File: src/rtl/aes_block_serdes.sv
// Block framing stage around the byte-serial AES core: 128-bit valid/ready in, byte feed/capture, 128-bit valid/ready out.
// Optional macro AES_SERDES_TIMEOUT_EN adds an err output that fires when the core never raises core_z_ready.
module aes_block_serdes #(
    parameter int FEED_DELAY     = 1,
    parameter int CAPTURE_OFFSET = 0,
    parameter int CORE_CYCLES    = 180,
    parameter int TIMEOUT        = 255
) (
    input  logic         clk,
    input  logic         rst,
    input  logic         in_valid,
    output logic         in_ready,
    input  logic [127:0] in_block,
    input  logic         in_mode,
    output logic         core_start,
    output logic [7:0]   core_data,
    output logic         core_mode,
    input  logic [7:0]   core_z,
    input  logic         core_z_ready,
    output logic         out_valid,
    input  logic         out_ready,
    output logic [127:0] out_block,
    output logic         out_mode,
    output logic         busy
`ifdef AES_SERDES_TIMEOUT_EN
    ,
    output logic         err
`endif
);

    localparam int CNT_MAX = (CORE_CYCLES > TIMEOUT) ? CORE_CYCLES : TIMEOUT;
    localparam int CNT_W   = $clog2(CNT_MAX + 1);
    localparam int OFF_W   = (CAPTURE_OFFSET > 1) ? $clog2(CAPTURE_OFFSET) : 1;

    typedef enum logic [2:0] {
        S_IDLE    = 3'd0,
        S_FEED    = 3'd1,
        S_WAIT    = 3'd2,
        S_CAPTURE = 3'd3,
        S_HOLD    = 3'd4,
        S_DRAIN   = 3'd5
    } state_t;

    state_t             state_q, state_d;
    logic [CNT_W-1:0]   op_q, op_d;
    logic [127:0]       blk_q, blk_d;
    logic [4:0]         feed_cnt_q, feed_cnt_d;
    logic [127:0]       cap_sr_q, cap_sr_d;
    logic [3:0]         cap_cnt_q, cap_cnt_d;
    logic [OFF_W-1:0]   off_q, off_d;
    logic               in_ready_q, in_ready_d;
    logic               busy_q, busy_d;
    logic               core_start_q, core_start_d;
    logic [7:0]         core_data_q, core_data_d;
    logic               core_mode_q, core_mode_d;
    logic               out_valid_q, out_valid_d;
    logic [127:0]       out_block_q, out_block_d;
    logic               out_mode_q, out_mode_d;
`ifdef AES_SERDES_TIMEOUT_EN
    logic               err_q, err_d;
`endif

    // Next-state and registered-output logic for the framing FSM.
    always_comb begin
        state_d      = state_q;
        op_d         = (&op_q) ? op_q : op_q + CNT_W'(1);
        blk_d        = blk_q;
        feed_cnt_d   = feed_cnt_q;
        cap_sr_d     = cap_sr_q;
        cap_cnt_d    = cap_cnt_q;
        off_d        = off_q;
        core_start_d = 1'b0;
        core_data_d  = 8'h00;
        core_mode_d  = core_mode_q;
        out_valid_d  = out_valid_q;
        out_block_d  = out_block_q;
        out_mode_d   = out_mode_q;
`ifdef AES_SERDES_TIMEOUT_EN
        err_d        = 1'b0;
`endif
        case (state_q)
            S_IDLE: begin
                if (in_valid && in_ready_q) begin
                    state_d      = S_FEED;
                    op_d         = '0;
                    core_start_d = 1'b1;
                    core_mode_d  = in_mode;
                    if (FEED_DELAY == 0) begin
                        core_data_d = in_block[127:120];
                        blk_d       = {in_block[119:0], 8'h00};
                        feed_cnt_d  = 5'd1;
                    end else begin
                        blk_d       = in_block;
                        feed_cnt_d  = 5'd0;
                    end
                end else begin
                    state_d = S_IDLE;
                end
            end
            S_FEED: begin
                // Each byte is registered, so it is emitted one cycle ahead of its slot.
                if (feed_cnt_q == 5'd16) begin
                    state_d = S_WAIT;
                end else if (int'(op_q) + 32'sd1 >= FEED_DELAY) begin
                    core_data_d = blk_q[127:120];
                    blk_d       = {blk_q[119:0], 8'h00};
                    feed_cnt_d  = feed_cnt_q + 5'd1;
                end else begin
                    feed_cnt_d  = feed_cnt_q;
                end
            end
            S_WAIT: begin
                if (core_z_ready) begin
                    state_d   = S_CAPTURE;
                    cap_cnt_d = 4'd0;
                    if (CAPTURE_OFFSET == 0) begin
                        cap_sr_d  = {cap_sr_q[119:0], core_z};
                        cap_cnt_d = 4'd1;
                    end else begin
                        off_d     = OFF_W'(CAPTURE_OFFSET - 1);
                    end
`ifdef AES_SERDES_TIMEOUT_EN
                end else if (int'(op_q) >= TIMEOUT - 1) begin
                    err_d   = 1'b1;
                    state_d = S_DRAIN;
`endif
                end else begin
                    state_d = S_WAIT;
                end
            end
            S_CAPTURE: begin
                if (off_q != '0) begin
                    off_d = off_q - OFF_W'(1);
                end else if (cap_cnt_q == 4'd15) begin
                    out_block_d = {cap_sr_q[119:0], core_z};
                    out_valid_d = 1'b1;
                    out_mode_d  = core_mode_q;
                    state_d     = S_HOLD;
                end else begin
                    cap_sr_d  = {cap_sr_q[119:0], core_z};
                    cap_cnt_d = cap_cnt_q + 4'd1;
                end
            end
            S_HOLD: begin
                if (out_ready) begin
                    out_valid_d = 1'b0;
                    state_d     = S_DRAIN;
                end else begin
                    state_d     = S_HOLD;
                end
            end
            S_DRAIN: begin
                // Leaving one cycle early puts IDLE at count CORE_CYCLES-1, so the next start lands exactly CORE_CYCLES later.
                if (int'(op_q) >= CORE_CYCLES - 2) begin
                    state_d = S_IDLE;
                end else begin
                    state_d = S_DRAIN;
                end
            end
            default: begin
                state_d = S_IDLE;
            end
        endcase
        in_ready_d = (state_d == S_IDLE);
        busy_d     = (state_d != S_IDLE);
    end

    // State and output registers with synchronous active-low reset.
    always_ff @(posedge clk) begin
        if (!rst) begin
            state_q      <= S_IDLE;
            op_q         <= '0;
            blk_q        <= '0;
            feed_cnt_q   <= 5'd0;
            cap_sr_q     <= '0;
            cap_cnt_q    <= 4'd0;
            off_q        <= '0;
            in_ready_q   <= 1'b1;
            busy_q       <= 1'b0;
            core_start_q <= 1'b0;
            core_data_q  <= 8'h00;
            core_mode_q  <= 1'b0;
            out_valid_q  <= 1'b0;
            out_block_q  <= '0;
            out_mode_q   <= 1'b0;
`ifdef AES_SERDES_TIMEOUT_EN
            err_q        <= 1'b0;
`endif
        end else begin
            state_q      <= state_d;
            op_q         <= op_d;
            blk_q        <= blk_d;
            feed_cnt_q   <= feed_cnt_d;
            cap_sr_q     <= cap_sr_d;
            cap_cnt_q    <= cap_cnt_d;
            off_q        <= off_d;
            in_ready_q   <= in_ready_d;
            busy_q       <= busy_d;
            core_start_q <= core_start_d;
            core_data_q  <= core_data_d;
            core_mode_q  <= core_mode_d;
            out_valid_q  <= out_valid_d;
            out_block_q  <= out_block_d;
            out_mode_q   <= out_mode_d;
`ifdef AES_SERDES_TIMEOUT_EN
            err_q        <= err_d;
`endif
        end
    end

    assign in_ready   = in_ready_q;
    assign busy       = busy_q;
    assign core_start = core_start_q;
    assign core_data  = core_data_q;
    assign core_mode  = core_mode_q;
    assign out_valid  = out_valid_q;
    assign out_block  = out_block_q;
    assign out_mode   = out_mode_q;
`ifdef AES_SERDES_TIMEOUT_EN
    assign err        = err_q;
`endif

endmodule

File: config.mk
export PLATFORM = sky130hd
export DESIGN_NAME = aes_block_serdes
export DESIGN_NICKNAME = d
export VERILOG_FILES = /design/src/rtl/aes_block_serdes.sv
export SDC_FILE = /design/constraint.sdc
export NUM_CORES = 1
export LEC_CHECK = 0
export CORE_UTILIZATION = 53
export DETAILED_ROUTE_END_ITERATION = 7
export GPL_ROUTABILITY_DRIVEN = 0
export PLACE_DENSITY = 0.81
export REMOVE_ABC_BUFFERS = 1
export SYNTH_ARGS = -nofsm -noshare
export SYNTH_HDL_FRONTEND = slang
export SYNTH_SLANG_ARGS = --single-unit
File: constraint.sdc
create_clock -name clk -period 3.2 [get_ports clk]
set_input_delay 0.96 -clock clk [delete_from_list [all_inputs] [get_ports clk]]
set_output_delay 0.96 -clock clk [all_outputs]
set_load 0.005 [all_outputs]
==> impl_metrics.env <==
export IMPL_dr_first_iter_drc_count=1171
export IMPL_status="finished clean"
export IMPL_end_kind="flip-flop"
export IMPL_ant_nets=0
export IMPL_r2r_start="op_q[1]"
export IMPL_cts_tree="yes"
export IMPL_syn2layout_area_growth_pct=26.8
export IMPL_use_met2=0.396
export IMPL_portBuffers=283
export IMPL_drcViolationCount=0
export IMPL_cts_setup_buffers=0
export IMPL_clk_pin_slew_ns=0.06
export IMPL_p_leak_nw=7.00
export IMPL_initial_core_util=0.542
export IMPL_cp_top_family="compound AO/OA/AOI/OAI gates"
export IMPL_clock_latency_ns=0.53
export IMPL_crit_path_frequent_cell="buf_4"
export IMPL_firstDrtPassIters=5
export IMPL_routed_wl_microns=39000
export IMPL_cp_required_ns=3.61
export IMPL_reg2reg_to="blk_q[120]"
export IMPL_finalNonFillerCells=2432
export IMPL_top_usage_layer="met2"
export IMPL_use_met1=0.318
export IMPL_peakVddDrop_mv=0.463
export IMPL_worst_setup_path_type="reg -> reg"
export IMPL_hold_violations=0
export IMPL_worst_pin_slew_ns=1.04
export IMPL_grt_antenna_before_repair=1
export IMPL_row_count=63
export IMPL_netlist_instances=1809
export IMPL_cts_root_buf="clkbuf_16"
export IMPL_r2r_setup_slack_ns=0.20
export IMPL_grt_pass1_vias=12600
export IMPL_setup_viol=0
export IMPL_period_share=0.938
export IMPL_die_h_microns=177
export IMPL_wl_per_cell_microns=16.1
export IMPL_htree_num_levels=2
export IMPL_drive_gt1_frac=0.0514
export IMPL_layout_common_cells="nand2_1 (508), dfxtp_1 (410), clkdlybuf4s50_1 (282)"
export IMPL_cts_hold_buf=0
export IMPL_clock_sinks=410
export IMPL_max_freq_mhz=333
export IMPL_place_inst=2355
export IMPL_rsz0062_at_grt="no"
export IMPL_ys_warn_count=0
export IMPL_fillerInstances=2369
export IMPL_grt_start_max_net_pins=129
export IMPL_core_area_sq_um=29800
export IMPL_finalInstanceArea_sq_um=20500
export IMPL_ys_flop_type="dfxtp_1"
export IMPL_dpl_instance_area_sq_um=19100
export IMPL_final_max_slew_viol_count=0
export IMPL_die_area_sq_um=31200
export IMPL_worstHoldPathType="reg -> reg"
export IMPL_async_flop_share=0
export IMPL_grtUsageTotal=0.240
export IMPL_die_x_microns=177
export IMPL_gr_usage_met3=0.0394
export IMPL_numCtsBuffers=43
export IMPL_period_needed_ns=3.00
export IMPL_clockBufferDepth=3
export IMPL_grt_pass1_wl_microns=62000
export IMPL_crit_chain="ha_1, a21boi_1, a21oi_1, o32ai_1, nand4_2, buf_4, and3_4, buf_4, a221o_1"
export IMPL_cap_violations=0
export IMPL_synth_cell_types=47
export IMPL_cp_depth=9
export IMPL_start_kind="flip-flop"
export IMPL_cp_slowest_cell="dfxtp_1"
export IMPL_whs_path_depth=1
export IMPL_syn_area_sq_um=16100
export IMPL_grt_overflow=0
export IMPL_reg2reg_depth=9
export IMPL_final_common_cell="nand2_1"
export IMPL_skew_ns=0.0139
export IMPL_cp_num_buf_inv=2
export IMPL_post_cts_resized=0
export IMPL_p_total_mw=11.1
export IMPL_num_vias=13600
export IMPL_via_per_inst=5.59
export IMPL_ys_seq_area_frac=0.508
export IMPL_syn_area_per_cell_sq_um=8.93
export IMPL_worstPathMaxFanout=56
export IMPL_max_slew_margin=0.307
export IMPL_critPathArrivalTime_ns=3.41
export IMPL_synth_edf_count=0
export IMPL_max_stage_delay_ns=0.45
export IMPL_ys_seq_elements=410
export IMPL_min_from="blk_q[122]"
export IMPL_place_hpwl_microns=24300
export IMPL_hold_path_endpoint="core_data[2]"
export IMPL_nets=2159
export IMPL_io_pins=284
export IMPL_p_per_area_nw_per_um2=544
[how the worst max path moves through the flow]
stage / startpoint / endpoint / slack [ns]
floorplan: state_q[1] / blk_q[100] / -6.58
global placement: in_valid / blk_q[78] / 0.03
detailed placement: in_valid / blk_q[25] / 0.02
CTS: op_q[1] / blk_q[25] / 0.16
global route: op_q[1] / blk_q[120] / 0.06
finish: op_q[1] / blk_q[120] / 0.20
[area by class of cell]
type,count,area (sq um),share of cell area
flip-flops and latches,410,8210,0.401
multi-input cells,1241,7240,0.353
repair buffers,310,3160,0.154
clock buffers,63,1230,0.0601
well taps,390,488,0.0238
clock inverters,12,131,0.00642
inverters,5,18.8,0.000917
diodes,1,2.50,0.000122
[flip-flops by register name, summed over array words and instances, names as in the netlist, 3 cells and up]
signal,flops
blk_q,128
cap_cnt_q,4
cap_sr_q,120
core_data,8
feed_cnt_q,5
op_q,8
out_block,128
state_q,3
[synth_stat cells (all sizes together) (3+ instances only)]
library cell | instances | share of area
nand2 | 511 | 0.12
dfxtp | 410 | 0.51
a21boi | 253 | 0.12
nor2 | 138 | 0.032
a22oi | 121 | 0.056
a221o | 120 | 0.074
clkbuf | 117 | 0.027
buf | 37 | 0.019
and2 | 14 | 0.0055
a21oi | 12 | 0.0037
a22o | 8 | 0.0043
nand3 | 8 | 0.0033
ha | 6 | 0.0046
xor2 | 5 | 0.0027
inv | 4 | 0.00093
nor2b | 4 | 0.0015
nor3 | 4 | 0.0012
nand3b | 3 | 0.0014
nand4 | 3 | 0.0015
nor4 | 3 | 0.0012
o2bb2ai | 3 | 0.0016
xnor2 | 3 | 0.0016
[power by group]
group	switching, mW	total [mW]	internal, mW	leakage, nW
Sequential	0.135	5.41	5.27	3.32
Clock	1.95	4.78	2.83	0.673
Combinational	0.460	0.947	0.487	3.01
[cell families after synthesis]
group,Yosys count,share of synthesized area
flip-flops,410,0.508
XOR/XNOR,8,0.00434
adder cells (fa/ha/maj),6,0.00465
buffers and inverters,159,0.0473
multiplexers,2,0.00124
AND/OR/NAND/NOR,697,0.171
AO/OA/AOI/OAI,527,0.263
[metrics by stage]
step	hold slack, ns	TNS, ns	setup WS, ns	utilization
finish	0.460	0	0.198	0.687
CTS	0.466	0	0.160	0.687
detailed placement	0.447	0	0.0215	0.641
global placement	0.444	0	0.0343	0.641
floorplan	0.430	-1148.72	-6.58	-
global route	0.483	0	0.0556	0.687
[metal layers]
metal	share of wire	up-vias
li1	-	6721
met1	0.44	6412
met2	0.48	392
met3	0.050	66
met4	0.027	0
met5	0	-
(Power assumes the default switching activity.)
